===== src/rtl/wts_pkg.sv =====
// wts_pkg: shared state encoding and defaults for the wavetable sound RAM arbiter.
package wts_pkg;
  typedef enum logic [1:0] {ST_IDLE, ST_CPU, ST_SND, ST_DONE} state_t;
  localparam int WTS_TIMEOUT = 15;
  localparam logic [7:0] WTS_IDLE_DATA = 8'hFF;
endpackage


===== src/rtl/wts_ram_arbiter.sv =====
// wts_ram_arbiter: arbitrates CPU and sound-engine accesses onto one RAM port with ack timeout.
module wts_ram_arbiter
  import wts_pkg::*;
#(
  parameter int TIMEOUT = WTS_TIMEOUT,
  parameter logic [7:0] IDLE_DATA = WTS_IDLE_DATA
) (
  input  logic        clk,
  input  logic        nreset,
  input  logic        cpu_req,
  input  logic        cpu_wrt,
  input  logic [20:0] cpu_adr,
  input  logic [7:0]  cpu_dbo,
  output logic        cpu_ack,
  output logic [7:0]  cpu_dbi,
  input  logic        snd_req,
  input  logic [20:0] snd_adr,
  output logic        snd_ack,
  output logic [7:0]  snd_q,
  output logic        ramreq,
  output logic        ramwrt,
  output logic [20:0] ramadr,
  output logic [7:0]  ramdbo,
  input  logic [7:0]  ramdbi,
  input  logic        ramack,
  output logic        timeout_err
);
  state_t      state, state_n;
  logic        last_snd, last_snd_n;
  logic [7:0]  cnt, cnt_n;
  logic        cpu_ack_n, snd_ack_n, ramreq_n, ramwrt_n, tmo_n, grant_snd, done;
  logic [7:0]  cpu_dbi_n, snd_q_n, ramdbo_n, rd_data;
  logic [20:0] ramadr_n;
  // on a tie the sound engine wins unless it was the last one served
  assign grant_snd = snd_req & (~cpu_req | ~last_snd);
  // ramack beats a timeout landing in the same cycle
  assign done      = ramack | (cnt == 8'(TIMEOUT - 1));
  assign rd_data   = ramack ? ramdbi : IDLE_DATA;
  always_comb begin
    state_n    = state;
    last_snd_n = last_snd;
    cnt_n      = cnt;
    ramreq_n   = ramreq;
    ramwrt_n   = ramwrt;
    ramadr_n   = ramadr;
    ramdbo_n   = ramdbo;
    cpu_dbi_n  = cpu_dbi;
    snd_q_n    = snd_q;
    cpu_ack_n  = 1'b0;
    snd_ack_n  = 1'b0;
    tmo_n      = 1'b0;
    unique case (state)
      ST_IDLE: if (cpu_req | snd_req) begin
        state_n    = grant_snd ? ST_SND : ST_CPU;
        last_snd_n = grant_snd;
        cnt_n      = 8'd0;
        ramreq_n   = 1'b1;
        ramwrt_n   = grant_snd ? 1'b0 : cpu_wrt;
        ramadr_n   = grant_snd ? snd_adr : cpu_adr;
        ramdbo_n   = grant_snd ? 8'h00 : cpu_dbo;
      end
      ST_CPU, ST_SND: if (done) begin
        state_n   = ST_DONE;
        ramreq_n  = 1'b0;
        tmo_n     = ~ramack;
        cpu_ack_n = state == ST_CPU;
        snd_ack_n = state == ST_SND;
        cpu_dbi_n = state == ST_CPU ? rd_data : cpu_dbi;
        snd_q_n   = state == ST_SND ? rd_data : snd_q;
      end else begin
        cnt_n = cnt + 8'd1;
      end
      default: state_n = ST_IDLE;
    endcase
  end
  always_ff @(posedge clk or negedge nreset) begin
    if (!nreset) begin
      state       <= ST_IDLE;
      last_snd    <= 1'b0;
      cnt         <= 8'd0;
      ramreq      <= 1'b0;
      ramwrt      <= 1'b0;
      ramadr      <= 21'd0;
      ramdbo      <= 8'd0;
      cpu_ack     <= 1'b0;
      cpu_dbi     <= 8'd0;
      snd_ack     <= 1'b0;
      snd_q       <= 8'd0;
      timeout_err <= 1'b0;
    end else begin
      state       <= state_n;
      last_snd    <= last_snd_n;
      cnt         <= cnt_n;
      ramreq      <= ramreq_n;
      ramwrt      <= ramwrt_n;
      ramadr      <= ramadr_n;
      ramdbo      <= ramdbo_n;
      cpu_ack     <= cpu_ack_n;
      cpu_dbi     <= cpu_dbi_n;
      snd_ack     <= snd_ack_n;
      snd_q       <= snd_q_n;
      timeout_err <= tmo_n;
    end
  end
endmodule


===== config.mk =====
export PLATFORM = sky130hd
export DESIGN_NAME = wts_ram_arbiter
export DESIGN_NICKNAME = d
export VERILOG_FILES = /design/src/rtl/wts_pkg.sv /design/src/rtl/wts_ram_arbiter.sv
export SDC_FILE = /design/constraint.sdc
export NUM_CORES = 1
export LEC_CHECK = 0
export CAP_MARGIN = 20
export CORE_ASPECT_RATIO = 0.5
export CORE_MARGIN = 4
export CORE_UTILIZATION = 31
export CTS_BUF_LIST = sky130_fd_sc_hd__clkbuf_8
export CTS_CLUSTER_SIZE = 16
export DETAILED_ROUTE_END_ITERATION = 8
export GPL_TIMING_DRIVEN = 1
export RECOVER_POWER = 100
export SLEW_MARGIN = 20
export SYNTH_ARGS = -nofsm -noshare
export SYNTH_HDL_FRONTEND = slang
export SYNTH_SLANG_ARGS = --single-unit

===== constraint.sdc =====
create_clock -name clk -period 2.45 [get_ports clk]
set_clock_uncertainty 0.2 [all_clocks]
set_input_delay 0.49 -clock clk [delete_from_list [all_inputs] [get_ports clk]]
set_output_delay 0.49 -clock clk [all_outputs]
set_load 0.02 [all_outputs]

* Word-level counts from Yosys, hierarchy flattened
Cells that the tools add are included.
Word-level totals: output and inout bits 50, flip-flop bits (word level) 61, word-level logic and storage cells 55
Cells by class: reduce and logical (&&, ||, !) cells 9, bitwise logic cells 7, eq/ne operators 6, mux-type cells 20, $add $sub $neg 1
Operators with widths (number):
- $mux W8 | 4
- $mux W21 | 1
- $pmux W8 S2 | 1
- $reduce_and A3 Y1 | 4
- $mux W1 | 9
- $add A8 B1 Y8 const B | 1
- $eq A8 B4 Y1 const B | 1
- $mux W2 | 3
- $ne A2 B2 Y1 const B | 3
- $pmux W2 S2 | 1
- $reduce_and A2 Y1 | 2
- $not A1 Y1 | 3
- $or A1 B1 Y1 | 3
- $eq A2 B1 Y1 const B | 1
- $eq A2 B2 Y1 const B | 1
- $logic_not A2 Y1 | 1
- $pmux W1 S2 | 1
- $reduce_bool A2 Y1 | 1
- $reduce_or A2 Y1 | 1
- $and A1 B1 Y1 | 1

* Longest topological paths before layout
depth after elaboration 6, gate-level depth with buffers 7, mapped depth without buffers 6

* Worst setup path after synthesis
No wires, ideal clock.
path kind register to register, from register state[0], to register cnt[3], arrival time 1.607 ns, path slack 0.519 ns, cell stages (with the launch flop) 7, clock period less this slack 1.931 ns, setup time 0.124 ns, required time 2.126 ns, cells stage by stage dfrtp_1 inv_1 ha_1 nor3b_4 o21bai_2 o21bai_2 a211o_1
Between the ends: cells in the longest elaborated chain, start to end 4, elaborated cells on any way between the ends 9, classes of those cells 4 x eq/ne; 1 x mux; 4 x reduce/logical
Ends and longest elaborated chain:
- start, declared | RTL line wts_ram_arbiter.sv:28 | state_t state, state_n;
- start signal, assigned | RTL line wts_ram_arbiter.sv:91 | state <= state_n;
- $eq A2 B1 Y1 or $eq A2 B2 Y1 (tied branches) | RTL line wts_ram_arbiter.sv:52 | unique case (state)
- $reduce_or A2 Y1 | RTL line wts_ram_arbiter.sv:52
- $ne A2 B2 Y1 (no line) or $reduce_bool A2 Y1 (tied branches)
- $reduce_and A3 Y1 (no line)
- end signal, assigned | RTL line wts_ram_arbiter.sv:93 | cnt <= cnt_n;
- end, declared | RTL line wts_ram_arbiter.sv:30 | logic [7:0] cnt, cnt_n;
Several ways; a longest one is shown, not always the timed one. A chain may end at the register's enable or synchronous reset.

* Worst setup path in the final report
from register cnt[0], to register snd_q[6]
Between the ends: cells in the longest elaborated chain, start to end 3
Ends and longest elaborated chain:
- $eq A8 B4 Y1 | RTL line wts_ram_arbiter.sv:37 | assign done = ramack | (cnt == 8'(TIMEOUT - 1));
- $or A1 B1 Y1 | RTL line wts_ram_arbiter.sv:37
- $reduce_and A3 Y1 (no line)
- end signal, assigned | RTL line wts_ram_arbiter.sv:101 | snd_q <= snd_q_n;
- end, declared | RTL line wts_ram_arbiter.sv:19 | output logic [7:0] snd_q,
Every way passes these cells.

==> metrics.txt <==
clock tree buffer depth 2; Yosys cell types 38; largest family of logic cells by synthesized area multiplexers; vias in the first global route 2489; die footprint 10870 um2; f_max 471.4 MHz; Synthesized Nets 313; Post-Synthesis Cells 243; Post-Synth Simple-Gate Area 0.1288; CTS buffer count 9; RSZ-0062 raised after global routing no; setup violators final 0; total track usage 0.1418; Worst Tran Pin Value 0.8640 ns; Post-synth top flop dfrtp_1; Post-CTS Resized 0; post-route minimum period 2.121 ns; hpwl dp 5.838 mm; Post-synth EDFFs 0; die height 75.75 um; r2r setup slk 0.33 ns; hold_buf cts 1; largest net degree at the start of global routing 62; CP required 2.47 ns; core area 8828 um2; Max Cap Viol 0; GP Congestion 0.8217; Root Driver clkbuf_8; Initial Util 0.3223; Hold Slack 0.2737 ns; Final period util 0.8658; Mapped Avg Cell Area 11.71 um2; synthesized-area fraction occupied by adder cells 0.02639; status complete, no violations; CTS HTree Levels 3; Port Buffers 113; drt initial violations 116; Hold Violations, Final 0; Buf/Inv on CP 1; final setup TNS 0 ns; WHS Endpoint ramadr[4]$_DFFE_PN0P_; slowest cell delay on critical path 0.42 ns; Worst-path clk slew 0.07 ns; area share of the largest cell type after synthesis 0.5365; area leader, netlist dfrtp_1; Slew Limit Fails 0; Wirelength per Cell 15.53 um; Worst Path Max Fanout 9; crit-path cells inv_1 > ha_1 > nor3b_2 > a21oi_1 > nand3b_4 > mux2_2; crit path DAT 2.14 ns; Setup WS pre-CTS 0.09174 ns; Synth Cell Area 2845 um2; xor/xnor share of the synthesized area 0; worst reg2reg endpoint snd_q[6]$_DFFE_PN0P_; first-pass GRT wire length 11.89 mm; Finished Cell Area 4402 um2; DRC 0; fin nets 441; slowest CP cell dfrtp_1; Compound-Gate Fraction of Synth Area 0.1372; post-CTS setup buffer count 0; num ports 114; Crit path max-delay family simple AND/OR/NAND/NOR gates; Layout fillers 815; sequential element share of the synthesized area 0.5365; CTS tree built; total iterations of the first detailed-routing run 4; Startpoint Class flop; Worst Slack Setup Final 0.3287 ns; Crit Reg-Reg Startpoint cnt[0]$_DFFE_PN0P_; via/cell ratio 4.728; Slew headroom 0.4240; WHS Path Cells 2; Area Growth Syn to Fin 54.71%; Diodes inserted 0; top post-synthesis cells by count dfrtp_1, nand2_1, o21ai_0; Worst Hold Class reg -> reg; worst vdd ir 0.4542 mV; worst skew pair latency 0.34 ns; power per cell area 1164 nW/um2; initial antenna violation count 0; Critical Path Sink Type flop; Worst Setup Path Type reg -> reg; Cell Area, Placed 4209 um2; share of cells above drive strength 1 0.1383; asr flop ratio synth 1.000; DP Cell Count 476; largest cells by area after synthesis dfrtp_1, mux2i_1, mux2_2; cells on worst reg2reg path 6; row count 24; total gr overflow 0; Die W 143.5 um; Post-Layout Cell Count 493; Worst Hold Launch ramadr[4]$_DFFE_PN0P_; ANT nets after route 0; post-synthesis mux area share 0.1482; most frequent cell after synthesis dfrtp_1; Synth Register Bits 61; Clock Sinks 61; Routed WL 7.658 mm; Vias 2331; YS warnings 0; static leakage power 1.945 nW
[state kept, by name (all words and copies together), names as in the netlist]
name,flops
ramadr,21
cnt,8
cpu_dbi,8
ramdbo,8
snd_q,8
state,2
cpu_ack,1
last_snd,1
ramreq,1
ramwrt,1
snd_ack,1
timeout_err,1
[tightest hold or removal path: cells and delay by family, from the launching register on]
family | cells | cell delay (ns)
flip-flops | 1 | 0.34
AO/OA/AOI/OAI | 1 | 0.06
AND/OR/NAND/NOR | 1 | 0.05
[worst max path at each step]
stage	startpoint	endpoint	slack, ns	depth (start not counted)
2_1_floorplan	state[0]$_DFFE_PN0P_	cnt[3]$_DFFE_PN0P_	0.52	6
3_3_place_gp	snd_req	cnt[3]$_DFFE_PN0P_	0.17	5
3_5_place_dp	cpu_req	cnt[3]$_DFFE_PN0P_	0.09	5
4_1_cts	ramadr[8]$_DFFE_PN0P_	ramadr[8]	0.41	1
5_1_grt	state[0]$_DFFE_PN0P_	cnt[3]$_DFFE_PN0P_	0.16	6
6_report	cnt[0]$_DFFE_PN0P_	snd_q[6]$_DFFE_PN0P_	0.33	6
[cell type report]
| type | instances | area (um2) | share of cell area |
|---|---|---|---|
| multi-input cells | 167 | 1259 | 0.2860 |
| repair buffers | 126 | 1222 | 0.2777 |
| clock buffers | 11 | 151.4 | 0.03439 |
| well taps | 117 | 146.4 | 0.03326 |
| flip-flops and latches | 61 | 1526 | 0.3468 |
| clock inverters | 5 | 73.82 | 0.01677 |
| inverters | 6 | 22.52 | 0.005117 |
[report_power, final]
part | switching, mW | leakage (nW) | total, mW | internal (mW)
clock | 0.385 | 0.121 | 1.01 | 0.621
sequential | 0.230 | 0.747 | 1.66 | 1.43
combinational | 1.34 | 1.08 | 2.46 | 1.12
[metal layers]
metal | global-route usage | part of all wire | vias up
li1 | - | - | 1120
met1 | 0.1588 | 0.41 | 1148
met2 | 0.2623 | 0.54 | 53
met3 | 0.04890 | 0.044 | 10
met4 | 0.04175 | 0.012 | 0
met5 | 0 | 0 | -
[per-stage QoR]
step           total power [mW]  utilization
6_report                  5.126       0.4986
3_5_place_dp              4.392       0.4768
2_1_floorplan             3.098            -
4_1_cts                   5.428       0.5034
3_3_place_gp              4.314       0.4768
5_1_grt                   5.489       0.4986
[logic make-up after synthesis]
kind of cell / count (synthesis)
flip-flops: 61
multiplexers: 40
AND/OR/NAND/NOR: 64
buffers and inverters: 15
AO/OA/AOI/OAI: 57
adder cells (fa/ha/maj): 6
[cell usage in the layout, fill, tap and decap left out, types with 2 or more instances in the layout]
cell type / n
clkbuf_8: 11
clkbuf_1: 3
nand4b_1: 2
nand2_1: 30
a211o_1: 2
buf_4: 5
bufinv_16: 2
ha_1: 6
nand3b_4: 2
clkdlybuf4s50_1: 62
dlygate4sd3_1: 51
clkinv_2: 2
a22o_1: 11
nor2_1: 9
inv_1: 7
mux2_2: 17
dfrtp_1: 61
o21ai_0: 26
nor3_1: 2
clkbuf_2: 2
nand2b_1: 11
a21oi_1: 5
mux2i_1: 23
Power figures use the tool's default switching activity.
